## src/rtl/ppu_obj_pkg.sv

```systemverilog
// rtl/ppu_obj_pkg.sv - shared types and constants for the OAM object line scanner
//
// Contents:
//   slot_t        per-line object slot record (valid, fetched, OAM index, X, unflipped row)
//   eval_state_e  OAM evaluation FSM states
//   fetch_state_e per-object tile/attribute fetch FSM states
//   OAM_OFS_*     byte offsets of the four bytes of an OAM entry
package ppu_obj_pkg;

  typedef struct packed {
    logic       valid;
    logic       fetched;
    logic [5:0] no;
    logic [7:0] x;
    logic [3:0] row0;
  } slot_t;

  typedef enum logic [1:0] {
    E_IDLE,
    E_Y,
    E_X,
    E_DONE
  } eval_state_e;

  typedef enum logic [2:0] {
    F_IDLE,
    F_TILE,
    F_ATTR,
    F_LOAD,
    F_REQ
  } fetch_state_e;

  localparam logic [1:0] OAM_OFS_Y    = 2'd0;
  localparam logic [1:0] OAM_OFS_X    = 2'd1;
  localparam logic [1:0] OAM_OFS_TILE = 2'd2;
  localparam logic [1:0] OAM_OFS_ATTR = 2'd3;

endpackage

```

## src/rtl/obj_line_scanner_if.sv

```systemverilog
// rtl/obj_line_scanner_if.sv - OAM read port and fetcher handshake bundle
//
// Signals:
//   oam_addr  scanner -> OAM   read address
//   oam_q     OAM -> scanner   read data, one ce cycle after the address
//   obj_req   scanner -> fetch tile/attr/row valid for obj_slot
//   obj_ack   fetch -> scanner object consumed
//   obj_slot  scanner -> fetch slot index being served
//   obj_tile  scanner -> fetch OAM byte 2
//   obj_attr  scanner -> fetch OAM byte 3
//   obj_row   scanner -> fetch flipped row within the object
// Modports: master = scanner side, slave = OAM/fetcher side.
interface obj_line_scanner_if #(
  parameter int SLOT_W = 4
);
  logic [7:0]        oam_addr;
  logic [7:0]        oam_q;
  logic              obj_req;
  logic              obj_ack;
  logic [SLOT_W-1:0] obj_slot;
  logic [7:0]        obj_tile;
  logic [7:0]        obj_attr;
  logic [3:0]        obj_row;

  modport master (
    output oam_addr, obj_req, obj_slot, obj_tile, obj_attr, obj_row,
    input  oam_q, obj_ack
  );

  modport slave (
    input  oam_addr, obj_req, obj_slot, obj_tile, obj_attr, obj_row,
    output oam_q, obj_ack
  );
endinterface

```

## src/rtl/obj_slot_match.sv

```systemverilog
// rtl/obj_slot_match.sv - combinational slot/X matcher with lowest-index priority
//
// Ports:
//   i_valid    per-slot valid flags
//   i_fetched  per-slot fetched flags
//   i_x        per-slot object X
//   i_h_cnt    current pixel X
//   o_match    per-slot match (valid, not yet fetched, X equal)
//   o_sel      lowest matching slot index
//   o_any      at least one slot matches
module obj_slot_match #(
  parameter int SLOTS  = 10,
  parameter int SLOT_W = 4
) (
  input  logic [SLOTS-1:0]      i_valid,
  input  logic [SLOTS-1:0]      i_fetched,
  input  logic [SLOTS-1:0][7:0] i_x,
  input  logic [7:0]            i_h_cnt,
  output logic [SLOTS-1:0]      o_match,
  output logic [SLOT_W-1:0]     o_sel,
  output logic                  o_any
);

  always_comb begin
    o_match = '0;
    for (int i = 0; i < SLOTS; i++) begin
      o_match[i] = i_valid[i] && !i_fetched[i] && (i_x[i] == i_h_cnt);
    end
  end

  // Walk downwards so the last assignment, i.e. the lowest index, wins.
  always_comb begin
    o_sel = '0;
    for (int i = SLOTS - 1; i >= 0; i--) begin
      if (o_match[i]) o_sel = SLOT_W'(i);
    end
  end

  assign o_any = |o_match;

endmodule

```

## src/rtl/obj_line_scanner.sv

```systemverilog
// rtl/obj_line_scanner.sv - per-line OAM scan and in-X-order object fetch engine
//
// Ports:
//   clk, reset        clock, asynchronous active-high reset
//   ce                clock enable for all state
//   lcd_on            0 holds the block cleared
//   size16            object height 16 when 1, else 8
//   obj_en            enables fetch requests
//   line_start        abort, clear slots, start evaluation
//   v_cnt, h_cnt      current line / pixel X
//   eval_busy         evaluation running
//   eval_done         evaluation finished (held until line_start)
//   overflow          an on-line object was dropped for lack of slots
//   hit_count         on-line objects found, saturating at 127
//   bus               OAM read port and fetcher handshake (master side)
module obj_line_scanner
  import ppu_obj_pkg::*;
#(
  parameter int OBJ_COUNT = 40,
  parameter int SLOTS     = 10,
  parameter int SLOT_W    = (SLOTS > 1) ? $clog2(SLOTS) : 1
) (
  input  logic               clk,
  input  logic               reset,
  input  logic               ce,
  input  logic               lcd_on,
  input  logic               size16,
  input  logic               obj_en,
  input  logic               line_start,
  input  logic [7:0]         v_cnt,
  input  logic [7:0]         h_cnt,
  output logic               eval_busy,
  output logic               eval_done,
  output logic               overflow,
  output logic [6:0]         hit_count,
  obj_line_scanner_if.master bus
);

  eval_state_e          r_estate, w_estate_nxt;
  fetch_state_e         r_fstate, w_fstate_nxt;
  logic [6:0]           r_idx;
  logic [7:0]           r_y;
  logic [4:0]           r_count;
  logic                 r_overflow;
  logic [6:0]           r_hits;
  slot_t [SLOTS-1:0]    r_slots;
  logic [SLOT_W-1:0]    r_fslot;
  logic [5:0]           r_fno;
  logic [3:0]           r_frow0;
  logic [7:0]           r_tile;
  logic [7:0]           r_attr;

  logic                 w_abort;
  logic                 w_busy;
  logic                 w_done;
  logic                 w_commit;
  logic                 w_online;
  logic [8:0]           w_line;
  logic [8:0]           w_ybot;
  logic [3:0]           w_row0;
  logic [5:0]           w_commit_no;
  logic [SLOTS-1:0]     w_valid;
  logic [SLOTS-1:0]     w_fetched;
  logic [SLOTS-1:0][7:0] w_x;
  logic [SLOTS-1:0]     w_match;
  logic [SLOT_W-1:0]    w_sel;
  logic                 w_any;
  slot_t                w_sel_slot;
  logic [3:0]           w_flip;

  assign w_abort  = !lcd_on || line_start;
  assign w_busy   = (r_estate == E_Y) || (r_estate == E_X);
  assign w_done   = (r_estate == E_DONE);
  // E_Y with idx>0 sees X of entry idx-1 on oam_q and commits that entry.
  assign w_commit = (r_estate == E_Y) && (r_idx != 7'd0);

  // On-line test done at 9 bits so Y near 255 never wraps into range.
  assign w_line   = {1'b0, v_cnt} + 9'd16;
  assign w_ybot   = {1'b0, r_y} + (size16 ? 9'd16 : 9'd8);
  assign w_online = (w_line >= {1'b0, r_y}) && (w_line < w_ybot);
  // The +16 bias vanishes modulo 16, so the low nibble is just v - Y.
  assign w_row0      = v_cnt[3:0] - r_y[3:0];
  assign w_commit_no = r_idx[5:0] - 6'd1;

  always_comb begin
    for (int i = 0; i < SLOTS; i++) begin
      w_valid[i]   = r_slots[i].valid;
      w_fetched[i] = r_slots[i].fetched;
      w_x[i]       = r_slots[i].x;
    end
  end

  obj_slot_match #(
    .SLOTS  (SLOTS),
    .SLOT_W (SLOT_W)
  ) u_match (
    .i_valid   (w_valid),
    .i_fetched (w_fetched),
    .i_x       (w_x),
    .i_h_cnt   (h_cnt),
    .o_match   (w_match),
    .o_sel     (w_sel),
    .o_any     (w_any)
  );

  always_comb begin
    w_sel_slot = '0;
    for (int i = 0; i < SLOTS; i++) begin
      if (w_sel == SLOT_W'(i)) w_sel_slot = r_slots[i];
    end
  end

  always_comb begin
    w_estate_nxt = r_estate;
    case (r_estate)
      E_Y:     w_estate_nxt = (r_idx == 7'(OBJ_COUNT)) ? E_DONE : E_X;
      E_X:     w_estate_nxt = E_Y;
      default: w_estate_nxt = r_estate;
    endcase
    if (!lcd_on)         w_estate_nxt = E_IDLE;
    else if (line_start) w_estate_nxt = E_Y;
  end

  always_comb begin
    w_fstate_nxt = r_fstate;
    case (r_fstate)
      F_IDLE:  if (w_done && obj_en && w_any) w_fstate_nxt = F_TILE;
      F_TILE:  w_fstate_nxt = F_ATTR;
      F_ATTR:  w_fstate_nxt = F_LOAD;
      F_LOAD:  w_fstate_nxt = F_REQ;
      F_REQ:   if (bus.obj_ack) w_fstate_nxt = F_IDLE;
      default: w_fstate_nxt = F_IDLE;
    endcase
    if (w_abort) w_fstate_nxt = F_IDLE;
  end

  always_ff @(posedge clk or posedge reset) begin
    if (reset) begin
      r_estate   <= E_IDLE;
      r_fstate   <= F_IDLE;
      r_idx      <= '0;
      r_y        <= '0;
      r_count    <= '0;
      r_overflow <= 1'b0;
      r_hits     <= '0;
      r_slots    <= '0;
      r_fslot    <= '0;
      r_fno      <= '0;
      r_frow0    <= '0;
      r_tile     <= '0;
      r_attr     <= '0;
    end else if (ce) begin
      r_estate <= w_estate_nxt;
      r_fstate <= w_fstate_nxt;
      if (w_abort) begin
        r_idx      <= '0;
        r_count    <= '0;
        r_overflow <= 1'b0;
        r_hits     <= '0;
        r_slots    <= '0;
      end else begin
        if (r_estate == E_X) begin
          r_y   <= bus.oam_q;
          r_idx <= r_idx + 7'd1;
        end
        if (w_commit && w_online) begin
          if (r_hits != 7'h7F) r_hits <= r_hits + 7'd1;
          if (r_count < 5'(SLOTS)) r_count <= r_count + 5'd1;
          else                     r_overflow <= 1'b1;
        end
        for (int i = 0; i < SLOTS; i++) begin
          if (w_commit && w_online && (r_count == 5'(i))) begin
            r_slots[i] <= '{valid: 1'b1, fetched: 1'b0, no: w_commit_no,
                            x: bus.oam_q, row0: w_row0};
          end
          if ((r_fstate == F_REQ) && bus.obj_ack && (r_fslot == SLOT_W'(i))) begin
            r_slots[i].fetched <= 1'b1;
          end
        end
        // Capture the served object once so an h_cnt change mid-fetch is harmless.
        if ((r_fstate == F_IDLE) && (w_fstate_nxt == F_TILE)) begin
          r_fslot <= w_sel;
          r_fno   <= w_sel_slot.no;
          r_frow0 <= w_sel_slot.row0;
        end
        if (r_fstate == F_ATTR) r_tile <= bus.oam_q;
        if (r_fstate == F_LOAD) r_attr <= bus.oam_q;
      end
    end
  end

  always_comb begin
    bus.oam_addr = 8'h00;
    if (w_busy)                  bus.oam_addr = {r_idx[5:0], (r_estate == E_X) ? OAM_OFS_X : OAM_OFS_Y};
    else if (r_fstate == F_TILE) bus.oam_addr = {r_fno, OAM_OFS_TILE};
    else if (r_fstate == F_ATTR) bus.oam_addr = {r_fno, OAM_OFS_ATTR};
  end

  // Y-flip mirrors within the object height; 8-high rows never exceed 7.
  assign w_flip       = size16 ? 4'hF : 4'h7;
  assign bus.obj_row  = r_attr[6] ? (r_frow0 ^ w_flip) : r_frow0;
  assign bus.obj_req  = (r_fstate == F_REQ);
  assign bus.obj_slot = r_fslot;
  assign bus.obj_tile = r_tile;
  assign bus.obj_attr = r_attr;

  assign eval_busy = w_busy;
  assign eval_done = w_done;
  assign overflow  = r_overflow;
  assign hit_count = r_hits;

endmodule

```

## src/flat_wrapper.sv

```systemverilog
// flat-port wrapper written by rule: the top's interface ports become plain ports
module obj_line_scanner_flat import ppu_obj_pkg::*;
#(
  parameter int OBJ_COUNT = 40,
  parameter int SLOTS     = 10,
  parameter int SLOT_W    = (SLOTS > 1) ? $clog2(SLOTS) : 1
)
  (clk, reset, ce, lcd_on, size16, obj_en, line_start, v_cnt, h_cnt, eval_busy, eval_done, overflow, hit_count, bus_oam_addr, bus_obj_req, bus_obj_slot, bus_obj_tile, bus_obj_attr, bus_obj_row, bus_oam_q, bus_obj_ack);
  obj_line_scanner_if #(.SLOT_W(SLOT_W)) bus_i ();
  input  logic clk;
  input  logic reset;
  input  logic ce;
  input  logic lcd_on;
  input  logic size16;
  input  logic obj_en;
  input  logic line_start;
  input  logic [7:0] v_cnt;
  input  logic [7:0] h_cnt;
  output logic eval_busy;
  output logic eval_done;
  output logic overflow;
  output logic [6:0] hit_count;
  output wire logic [$bits(bus_i.oam_addr)-1:0] bus_oam_addr;
  output wire logic [$bits(bus_i.obj_req)-1:0] bus_obj_req;
  output wire logic [$bits(bus_i.obj_slot)-1:0] bus_obj_slot;
  output wire logic [$bits(bus_i.obj_tile)-1:0] bus_obj_tile;
  output wire logic [$bits(bus_i.obj_attr)-1:0] bus_obj_attr;
  output wire logic [$bits(bus_i.obj_row)-1:0] bus_obj_row;
  input wire logic [$bits(bus_i.oam_q)-1:0] bus_oam_q;
  input wire logic [$bits(bus_i.obj_ack)-1:0] bus_obj_ack;
  assign bus_oam_addr = bus_i.oam_addr;
  assign bus_obj_req = bus_i.obj_req;
  assign bus_obj_slot = bus_i.obj_slot;
  assign bus_obj_tile = bus_i.obj_tile;
  assign bus_obj_attr = bus_i.obj_attr;
  assign bus_obj_row = bus_i.obj_row;
  assign bus_i.oam_q = bus_oam_q;
  assign bus_i.obj_ack = bus_obj_ack;
  obj_line_scanner #(.OBJ_COUNT(OBJ_COUNT), .SLOTS(SLOTS), .SLOT_W(SLOT_W)) u_core (.clk(clk), .reset(reset), .ce(ce), .lcd_on(lcd_on), .size16(size16), .obj_en(obj_en), .line_start(line_start), .v_cnt(v_cnt), .h_cnt(h_cnt), .eval_busy(eval_busy), .eval_done(eval_done), .overflow(overflow), .hit_count(hit_count), .bus(bus_i));
endmodule
```

## config.mk

```make
export PLATFORM = sky130hd
export DESIGN_NAME = obj_line_scanner_flat
export DESIGN_NICKNAME = d
export VERILOG_FILES = /design/src/rtl/ppu_obj_pkg.sv /design/src/rtl/obj_line_scanner_if.sv /design/src/rtl/obj_slot_match.sv /design/src/rtl/obj_line_scanner.sv /design/src/flat_wrapper.sv
export SDC_FILE = /design/constraint.sdc
export NUM_CORES = 1
export LEC_CHECK = 0
export ABC_AREA = 1
export BUFFER_PORTS_ARGS = -buffer_cell sky130_fd_sc_hd__buf_2
export CELL_PAD_IN_SITES_DETAIL_PLACEMENT = 0
export CELL_PAD_IN_SITES_GLOBAL_PLACEMENT = 1
export CORE_MARGIN = 2
export CORE_UTILIZATION = 46
export DETAILED_ROUTE_END_ITERATION = 10
export GPL_ROUTABILITY_DRIVEN = 0
export PLACE_DENSITY_LB_ADDON = 0.1
export SLEW_MARGIN = 15
export SYNTH_ARGS = -nofsm -noshare
export SYNTH_HDL_FRONTEND = slang
export SYNTH_SLANG_ARGS = --single-unit
```

## constraint.sdc

```tcl
create_clock -name clk -period 11.14 [get_ports clk]
set_clock_uncertainty 0.2 [all_clocks]
set_input_delay 1.114 -clock clk [delete_from_list [all_inputs] [get_ports clk]]
set_output_delay 1.114 -clock clk [all_outputs]
set_load 0.005 [all_outputs]
```

[After elaboration in Yosys (flattened, before gate mapping)]
Cells that the tools add are included.
Operators by class
  magnitude comparators: 3
  reductions and logical operators: 119
  equality and inequality tests: 49
  bitwise gates (word level): 2
  add/sub/neg operators: 7
  mux-type cells: 67
Operator list (number)
  $mux W20: 10
  $mux W200: 1
  $mux W18: 10
  $eq A8 B8 Y1: 10
  $mux W4: 12
  $logic_and A1 B1 Y1: 47
  $reduce_and A2 Y1: 22
  $mux W7: 5
  $eq A4 B3 Y1 const B: 8
  $reduce_bool A3 Y1: 10
  $reduce_bool A2 Y1: 14
  $mux W8: 3
  $reduce_and A3 Y1: 7
  $eq A5 B3 Y1 const B: 4
  $mux W5: 4
  $eq A4 B2 Y1 const B: 4
  $eq A4 B4 Y1 const B: 4
  $mux W1: 15
  $pmux W3 S5: 1
  $add A7 B1 Y7 const B: 2
  $logic_not A1 Y1: 11
  $eq A5 B2 Y1 const B: 2
  $eq A5 B4 Y1 const B: 2
  $reduce_or A10 Y1: 1
  other kinds (29): 38
Word-level totals
  word-level logic and storage cells: 309
  output and inout port bits: 43
  register bits after elaboration: 263

[Logic depth before layout (Yosys ltp)]
Gate-level depths: netlist (run 1).
  word-level depth: 24
  depth in mapped cells: 26
  gate-level depth less buffers: 26

[Hierarchy]
A second synthesis (run 1) with hierarchy kept.
Second synthesis, totals
  cells, all modules: 1873
  area total of the unflattened synthesis: 14361.3 um^2
Modules (own cells, without submodules)
  obj_line_scanner: cells an instance 1625, times used 1, area an instance 13020.0 um^2, seq. area each 6581.3 um^2
  obj_slot_match: cells an instance 248, times used 1, area an instance 1341.3 um^2, seq. area each 0.0 um^2

[Least setup slack after synthesis (run 1)]
Ideal clock, no wire load.
  kind: in2reg
  start: input size16
  end: register u_core.r_slots[134] in the netlist's numbering
  arrival: 3.675 ns
  path slack: 7.125 ns
  cell stages on the path: 19
  setup time: 0.141 ns
  path buffers: 1
  data required time: 10.799 ns
  cells stage by stage: inv_1 ha_1 fa_1 nand3_1 xor2_1 ha_1 nand2_1 nor2_1 nand2_1 nor2_1 a211oi_1 nand3_2 inv_2 nand4_1 a21oi_1 inv_2 clkbuf_1 nand2_1 o21ai_0
On the way
  longest elaborated chain between the ends: 8
RTL lines
  start: declaration: RTL line flat_wrapper.sv:14  | input logic size16;
  $mux W5: RTL line obj_line_scanner.sv:79  | assign w_ybot = {1'b0, r_y} + (size16 ? 9'd16 : 9'd8);
  $add A8 B9 Y9: RTL line obj_line_scanner.sv:79
  $lt A9 B9 Y1: RTL line obj_line_scanner.sv:80  | assign w_online = (w_line >= {1'b0, r_y}) && (w_line < w_ybot);
  $logic_and A1 B1 Y1: RTL line obj_line_scanner.sv:80
  $logic_and A1 B1 Y1 (2 in series): RTL line obj_line_scanner.sv:172  | if (w_commit && w_online && (r_count == 5'(i))) begin
  $reduce_bool A2 Y1 (no line)
  $reduce_and A2 Y1 (no line)
  end signal: indexed assignment: RTL line obj_line_scanner.sv:173  | r_slots[i] <= '{valid: 1'b1, fetched: 1'b0, no: w_commit_no,
  end: declaration: RTL line obj_line_scanner.sv:46  | slot_t [SLOTS-1:0] r_slots;
Every way passes these cells.
A chain may end at the register's enable or synchronous reset.

[Worst setup path after layout (run 1)]
  start: input size16
  end: register u_core.r_slots[151] in the netlist's numbering
The elaborated chain is that of the path after synthesis.

==> impl_metrics.yaml, run 1 <==
critical_path:
  worstReg2RegStart: "u_core.r_y[3]$_DFFE_PP0P_"
  reg_to_reg_slack_setup_ns: 7.11
  required_ns: 11.34
  critPathLaunchType: "input port"
  ff2ff_path_depth: 17
  cp_capture_type: "flop"
  worstSetupEndpoint: "u_core.r_slots[151]$_DFFE_PP0P_"
  crit_arrival_ns: 4.54
  ws_path_type: "in2reg"
  crit_start: "size16"
  worstReg2RegEnd: "u_core.r_slots[151]$_DFFE_PP0P_"
  crit_fanout: 30
drt:
  vias: 12700
  first_pass_detailed_route_iteration_total: 7
  ant_nets: 0
  wl_um: 45000
  drc: 0
  via_density: 5.47
  avgRoutedWirePerCell_um: 19.3
  drt_first_iter_violations: 1099
sta:
  setup_viol: 0
  final_hold_vio_count: 0
  maxSlewHeadroom_pct: 26.3
  setup_repair_after_global_routing_missed_its_margin: "false"
  setup_tns_ns: 0
  finalMaxSlewViolations: 0
  final_period_minus_worst_setup_slack_ns: 4.34
  worst_slew_pin_slew_ns: 1.10
  final.period_utilization_pct: 39.0
  max_clock_freq_mhz: 230
die:
  num_io_pins: 75
  num_rows: 64
  chipHeight_um: 180
  fp.coreArea_um2: 30600
  dieWidth_um: 180
  initial_utilization_pct: 46.7
  die_area_um2: 32500
clock_tree:
  post_cts_hold_buffer_count: 0
  cts-root-buf: "sky130_fd_sc_hd__clkbuf_16"
  htree_num_levels: 1
  cts_tree: "done"
  path_clk_slew_ns: 0.06
  clk-insertion-delay-late_ns: 0.57
  cts_buffers: 30
  postCtsSetupBuffers: 0
  cts_resized: 0
  cts_buffer_depth: 3
  numClockSinks: 263
worst_hold_path:
  worst_hold_path_type: "reg2reg"
global_route:
  gr-usage-all-layers_pct: 27.6
  global_route.peak_usage_layer: "met2"
  globalRouteMet3Util_pct: 3.31
  first_global_vias: 12300
  grt_antenna_before_repair: 1
  grt_max_degree: 123
  groute.layer.met1.usage_pct: 38.7
  met2_usage_pct: 43.6
  gr-total-overflow: 0
  first_pass_grt_wire_length_um: 70600
logic_synthesis:
  synth_enable_flop_cells: 0
  xor_and_xnor_fraction_of_the_mapped_netlist_area_pct: 1.72
  synth-compound-area-share_pct: 11.7
  synthesis.nets: 1927
  proportion_of_register_bits_with_asynchronous_set_or_reset_after_synthesis_pct: 100
  synth-main-ff-cell: "sky130_fd_sc_hd__dfrtp_1"
  synth_warnings: 0
  synthesis.area_per_instance_um2: 7.66
  yosysSeqAreaShare_pct: 46.0
  synth_cells: 1866
  syn_area_um2: 14300
  synth.mux.area_fraction_pct: 0
  yosys.area_share.simple_pct: 29.2
  synth-adder-area-share_pct: 2.64
  synth.distinct_cells: 52
  synth_seq_cells: 263
  synth_top_family_by_area: "simple AND/OR/NAND/NOR gates"
layout:
  most_frequent_cells_in_the_layout: "sky130_fd_sc_hd__nand2_1, sky130_fd_sc_hd__dfrtp_1, sky130_fd_sc_hd__inv_1, sky130_fd_sc_hd__o21ai_0, sky130_fd_sc_hd__nor2_1"
  synthToLayoutAreaGrowth_pct: 10.7
  nNetsFinal: 1968
  most_common_cell_after_layout_fill_and_taps_aside: "sky130_fd_sc_hd__nand2_1"
  drive_gt1_share_pct: 10.4
  final_cells: 2327
pwr:
  irDropWorstVdd_uv: 123
  power.static_leakage_uw: 0.00767
  total_power_uw: 2400
  power_density_nw_per_um2: 151
placement:
  numPortBuffers: 74
  detailedPlacementHpwl_um: 31400
  place.detailed.instances: 2271
status:
  run_status: "complete, no violations"
run:
  max-cap-violations: 0
synth_stat cells (7+ instances only):
library cell / instances / area, µm²
sky130_fd_sc_hd__inv_1: 211 / 792
sky130_fd_sc_hd__xor2_1: 16 / 140
sky130_fd_sc_hd__nand3_1: 78 / 390
sky130_fd_sc_hd__o21ai_0: 189 / 946
sky130_fd_sc_hd__or2_2: 13 / 81.3
sky130_fd_sc_hd__xnor2_1: 12 / 105
sky130_fd_sc_hd__nand2_2: 10 / 62.6
sky130_fd_sc_hd__inv_2: 18 / 67.6
sky130_fd_sc_hd__o21ai_1: 32 / 160
sky130_fd_sc_hd__a21oi_1: 33 / 165
sky130_fd_sc_hd__nor3_1: 37 / 185
sky130_fd_sc_hd__buf_2: 13 / 65.1
sky130_fd_sc_hd__o22ai_1: 39 / 244
sky130_fd_sc_hd__buf_6: 7 / 78.8
sky130_fd_sc_hd__dfrtp_1: 263 / 6580
sky130_fd_sc_hd__nand4_1: 76 / 475
sky130_fd_sc_hd__ha_1: 27 / 338
sky130_fd_sc_hd__nor4_1: 16 / 100
sky130_fd_sc_hd__nand2_1: 498 / 1870
sky130_fd_sc_hd__clkbuf_1: 42 / 158
sky130_fd_sc_hd__nor2_1: 163 / 612
worst min-delay path by stage:
| stage | startpoint | endpoint | depth (start not counted) |
|---|---|---|---|
| after floorplan | u_core.r_slots[103]$_DFFE_PP0P_ | u_core.r_slots[103]$_DFFE_PP0P_ | 2 |
| final | u_core.r_slots[179]$_DFFE_PP0P_ | u_core.r_slots[179]$_DFFE_PP0P_ | 2 |
| after global routing | u_core.r_slots[179]$_DFFE_PP0P_ | u_core.r_slots[179]$_DFFE_PP0P_ | 2 |
| after CTS | u_core.r_slots[179]$_DFFE_PP0P_ | u_core.r_slots[179]$_DFFE_PP0P_ | 2 |
| after detailed placement | u_core.r_slots[179]$_DFFE_PP0P_ | u_core.r_slots[179]$_DFFE_PP0P_ | 2 |
| after global placement | u_core.r_slots[179]$_DFFE_PP0P_ | u_core.r_slots[179]$_DFFE_PP0P_ | 2 |
cells by family after synthesis:
| group | Yosys count |
|---|---|
| AND/OR/NAND/NOR | 930 |
| XOR/XNOR | 28 |
| adder cells (fa/ha/maj) | 29 |
| buffers and inverters | 304 |
| flip-flops | 263 |
| AO/OA/AOI/OAI | 312 |
layout make-up:
type,count,area (µm²)
Multi-Input combinational cell,1299,6480
Timing Repair Buffer,80,415
Clock inverter,13,96.3
Sequential cell,263,6580
Fill cell,3039,14800
Clock buffer,42,867
Tap cell,396,495
Inverter,233,890
Antenna cell,1,2.50
report_power, final:
group / leakage [µW] / internal (µW) / switching [µW]
Sequential: 0.00357 / 1020 / 51.7
Combinational: 0.00362 / 109 / 237
Clock: 0.000483 / 563 / 413
state kept, by name, summed over array words and instances, names as in the netlist:
register,flops
u_core.r_slots,200
u_core.bus.obj_attr,8
u_core.bus.obj_tile,8
u_core.r_y,8
u_core.hit_count,7
u_core.r_idx,7
u_core.r_fno,6
u_core.r_count,5
u_core.bus.obj_slot,4
u_core.r_frow0,4
u_core.r_fstate,3
u_core.r_estate,2
u_core.overflow,1
worst max-delay path, stage by stage:
cell                       delay, ns
sky130_fd_sc_hd__buf_2          0.13
sky130_fd_sc_hd__inv_1          0.05
sky130_fd_sc_hd__ha_1           0.22
sky130_fd_sc_hd__fa_1           0.41
sky130_fd_sc_hd__nand3_1        0.12
sky130_fd_sc_hd__xor2_1         0.16
sky130_fd_sc_hd__ha_1           0.24
sky130_fd_sc_hd__nand2_1        0.07
sky130_fd_sc_hd__nor2_1         0.06
sky130_fd_sc_hd__nand2_1        0.06
sky130_fd_sc_hd__nor2_1         0.04
sky130_fd_sc_hd__a211oi_1       0.28
sky130_fd_sc_hd__nand3_2        0.20
sky130_fd_sc_hd__inv_2          0.16
sky130_fd_sc_hd__nand3_1        0.16
sky130_fd_sc_hd__a21oi_4        0.27
sky130_fd_sc_hd__inv_1          0.50
sky130_fd_sc_hd__nand2_1        0.18
sky130_fd_sc_hd__o21ai_0        0.09
per-layer routing:
metal  routed length (µm)  part of all wire [%]  up-vias
met2                20100                    45      390
met1                20600                    46     6048
li1                     -                     -     6188
met4                 1920                   4.3        0
met5                    0                     0        -
met3                 2410                   5.3       97
through the flow:
step | instance area [µm²] | worst slack (ns) | util, % | hold slack [ns]
3_3_place_gp | 14900 | 6.28 | 48.6 | 0.257
3_5_place_dp | 14900 | 6.13 | 48.6 | 0.264
4_1_cts | 15800 | 6.72 | 51.7 | 0.278
6_report | 15800 | 6.80 | 51.7 | 0.277
5_1_grt | 15800 | 6.43 | 51.7 | 0.301
2_1_floorplan | 14300 | 2.59 | - | 0.242
Note: power is estimated with default switching activity, not from simulation.
==> inputs of run 2 (changes only) <==
Clock period 11.14 ns to 4.05 ns, I/O delays scaled along.
==> impl_metrics.yaml, run 2 (synthesis gave the netlist of run 1 again) <==
status:
  run_status: "complete, no violations"
critical_path:
  ws_path_type: "reg2reg"
  crit_fanout: 12
  cp_capture_type: "flop"
  required_ns: 4.26
  crit_arrival_ns: 3.87
  critPathLaunchType: "flop"
drt:
  via_density: 5.42
  vias: 12800
  met3RoutedLength_um: 2460
  wl_um: 43600
  drc: 0
  avgRoutedWirePerCell_um: 18.5
  met2_length_um: 20000
  drt_first_iter_violations: 871
  ant_nets: 0
  wl_met1_um: 19700
  top_layer_used: "met4"
  first_pass_detailed_route_iteration_total: 7
pwr:
  total_switching_power_uw: 1920
  p_sw_share_pct: 29.0
  sequentialPowerShare_pct: 44.4
  irDropWorstVdd_uv: 330
  comb_power_share_pct: 14.6
  clock_network_fraction_of_design_power_pct: 40.9
  power_density_nw_per_um2: 411
  power.internal_uw: 4710
  power.static_leakage_uw: 0.00783
layout:
  drive_gt1_share_pct: 11.7
  filler_cell_count: 3003
  seq_area_um2: 6580
  most_frequent_cells_in_the_layout: "sky130_fd_sc_hd__nand2_1, sky130_fd_sc_hd__dfrtp_1, sky130_fd_sc_hd__inv_1, sky130_fd_sc_hd__o21ai_0, sky130_fd_sc_hd__nor2_1"
  largest_reg_flops: 200
  nNetsFinal: 2000
  top_register: "u_core.r_slots"
  synthToLayoutAreaGrowth_pct: 13.0
  multi_input_comb_area_um2: 6490
  most_common_cell_after_layout_fill_and_taps_aside: "sky130_fd_sc_hd__nand2_1"
  finalCoreUtilization_pct: 52.8
  total_inserted_antenna_cells: 0
die:
  die_area_um2: 32500
  initial_utilization_pct: 46.7
  dieWidth_um: 180
  num_io_pins: 75
  chipHeight_um: 180
  num_rows: 64
  fp.coreArea_um2: 30600
clock_tree:
  clk-insertion-delay-late_ns: 0.57
  path_clk_slew_ns: 0.06
  cts_tree: "done"
  cts-root-buf: "sky130_fd_sc_hd__clkbuf_16"
  htree_num_levels: 1
  numClockSinks: 263
  cts_buffer_depth: 3
  cts_buffers: 31
sta:
  worst_slew_pin_slew_ns: 1.02
  setup_viol: 0
  setup_tns_ns: 0
  final_hold_vio_count: 0
  finalMaxSlewViolations: 0
  max_clock_freq_mhz: 273
  final_period_minus_worst_setup_slack_ns: 3.66
  setup_repair_after_global_routing_missed_its_margin: "false"
  final.period_utilization_pct: 90.4
  timing.hold.ws_ns: 0.00126
  maxSlewHeadroom_pct: 32.2
run:
  max-cap-violations: 0
placement:
  detailedPlacementHpwl_um: 30700
  numPortBuffers: 74
global_route:
  gr-usage-all-layers_pct: 26.7
  grt_max_degree: 166
  first_pass_grt_wire_length_um: 68300
  first_global_vias: 12000
  grt_antenna_before_repair: 0
  gr-total-overflow: 0
worst_hold_path:
  worst_hold_path_type: "in2reg"
[run 2: cell count changes in the layout (fill, tap and decap cells not counted), moves of 4 or more]
cell	previous run	this run
sky130_fd_sc_hd__buf_4	6	29
sky130_fd_sc_hd__dlygate4sd3_1	0	4
sky130_fd_sc_hd__clkinv_2	10	6
sky130_fd_sc_hd__buf_12	0	4
[run 2: per-layer routing]
metal,GRT usage (%),vias to the layer above
li1,-,6254
met1,38.0,6075
met2,42.7,361
met3,3.50,80
met4,8.13,0
met5,0,-
[run 2: final timing paths]
check / startpoint / end / slack (ns) / cells past startpoint
max in group asynchronous: reset / u_core.r_slots[150]$_DFFE_PP0P_ / 2.50 / 4
max: u_core.r_y[4]$_DFFE_PP0P_ / u_core.r_slots[154]$_DFFE_PP0P_ / 0.39 / 16
min in group asynchronous: reset / u_core.overflow$_DFFE_PP0P_ / 0.07 / 3
min: bus_oam_q[2] / u_core.r_y[2]$_DFFE_PP0P_ / 0.001 / 3
max reg2reg: u_core.r_y[4]$_DFFE_PP0P_ / u_core.r_slots[154]$_DFFE_PP0P_ / 0.39 / 16
min reg2reg: u_core.r_slots[179]$_DFFE_PP0P_ / u_core.r_slots[179]$_DFFE_PP0P_ / 0.27 / 2
[run 2: repair_timing]
item | in CTS | in global routing
buffers inserted | 0 | 1
gates resized for setup | 0 | 10
endpoints found under the hold margin | 34 | 0
hold buffers | 4 | 0
endpoints found under the setup margin | 0 | 60
[run 2: through the flow]
stage | worst slack [ns] | area, µm² | power (µW) | instances
3_3_place_gp | 0.307 | 15100 | 3930 | 2297
3_5_place_dp | 0.118 | 15100 | 3950 | 2297
2_1_floorplan | -0.0245 | 14300 | 3630 | 1866
6_report | 0.389 | 16200 | 6630 | 2358
4_1_cts | 0.259 | 16100 | 6680 | 2357
5_1_grt | 0.0337 | 16200 | 6950 | 2358
[run 2: critical path: stages (launching register included)]
cell and delay (ns):
sky130_fd_sc_hd__dfrtp_1 0.45, sky130_fd_sc_hd__ha_1 0.31, sky130_fd_sc_hd__a21oi_1 0.06, sky130_fd_sc_hd__or2_2 0.29
sky130_fd_sc_hd__xor2_1 0.15, sky130_fd_sc_hd__ha_1 0.29, sky130_fd_sc_hd__a21oi_1 0.19, sky130_fd_sc_hd__o21ai_0 0.12
sky130_fd_sc_hd__a211oi_1 0.26, sky130_fd_sc_hd__nand3_2 0.21, sky130_fd_sc_hd__inv_2 0.16, sky130_fd_sc_hd__nand3_1 0.15
sky130_fd_sc_hd__a21oi_4 0.19, sky130_fd_sc_hd__clkinvlp_4 0.14, sky130_fd_sc_hd__buf_4 0.18, sky130_fd_sc_hd__nand2_1 0.06
sky130_fd_sc_hd__o21ai_0 0.07
[run 2: area by class of cell]
cell class | instances | share of cell area, %
clock inverter | 11 | 0.573
multi-input combinational | 1299 | 40.2
inverter | 233 | 5.55
tap | 396 | 3.07
timing repair buffer | 111 | 4.38
sequential | 263 | 40.7
clock buffer | 45 | 5.50
[run 2: power by group through the flow]
stage                     clock [µW]  combinational, µW  sequential [µW]
after floorplan                    0                673             2960
after global placement             0                947             2990
after detailed placement           0                964             2990
after CTS                       2770                971             2940
after global routing            2870               1110             2970
final                           2710                971             2950
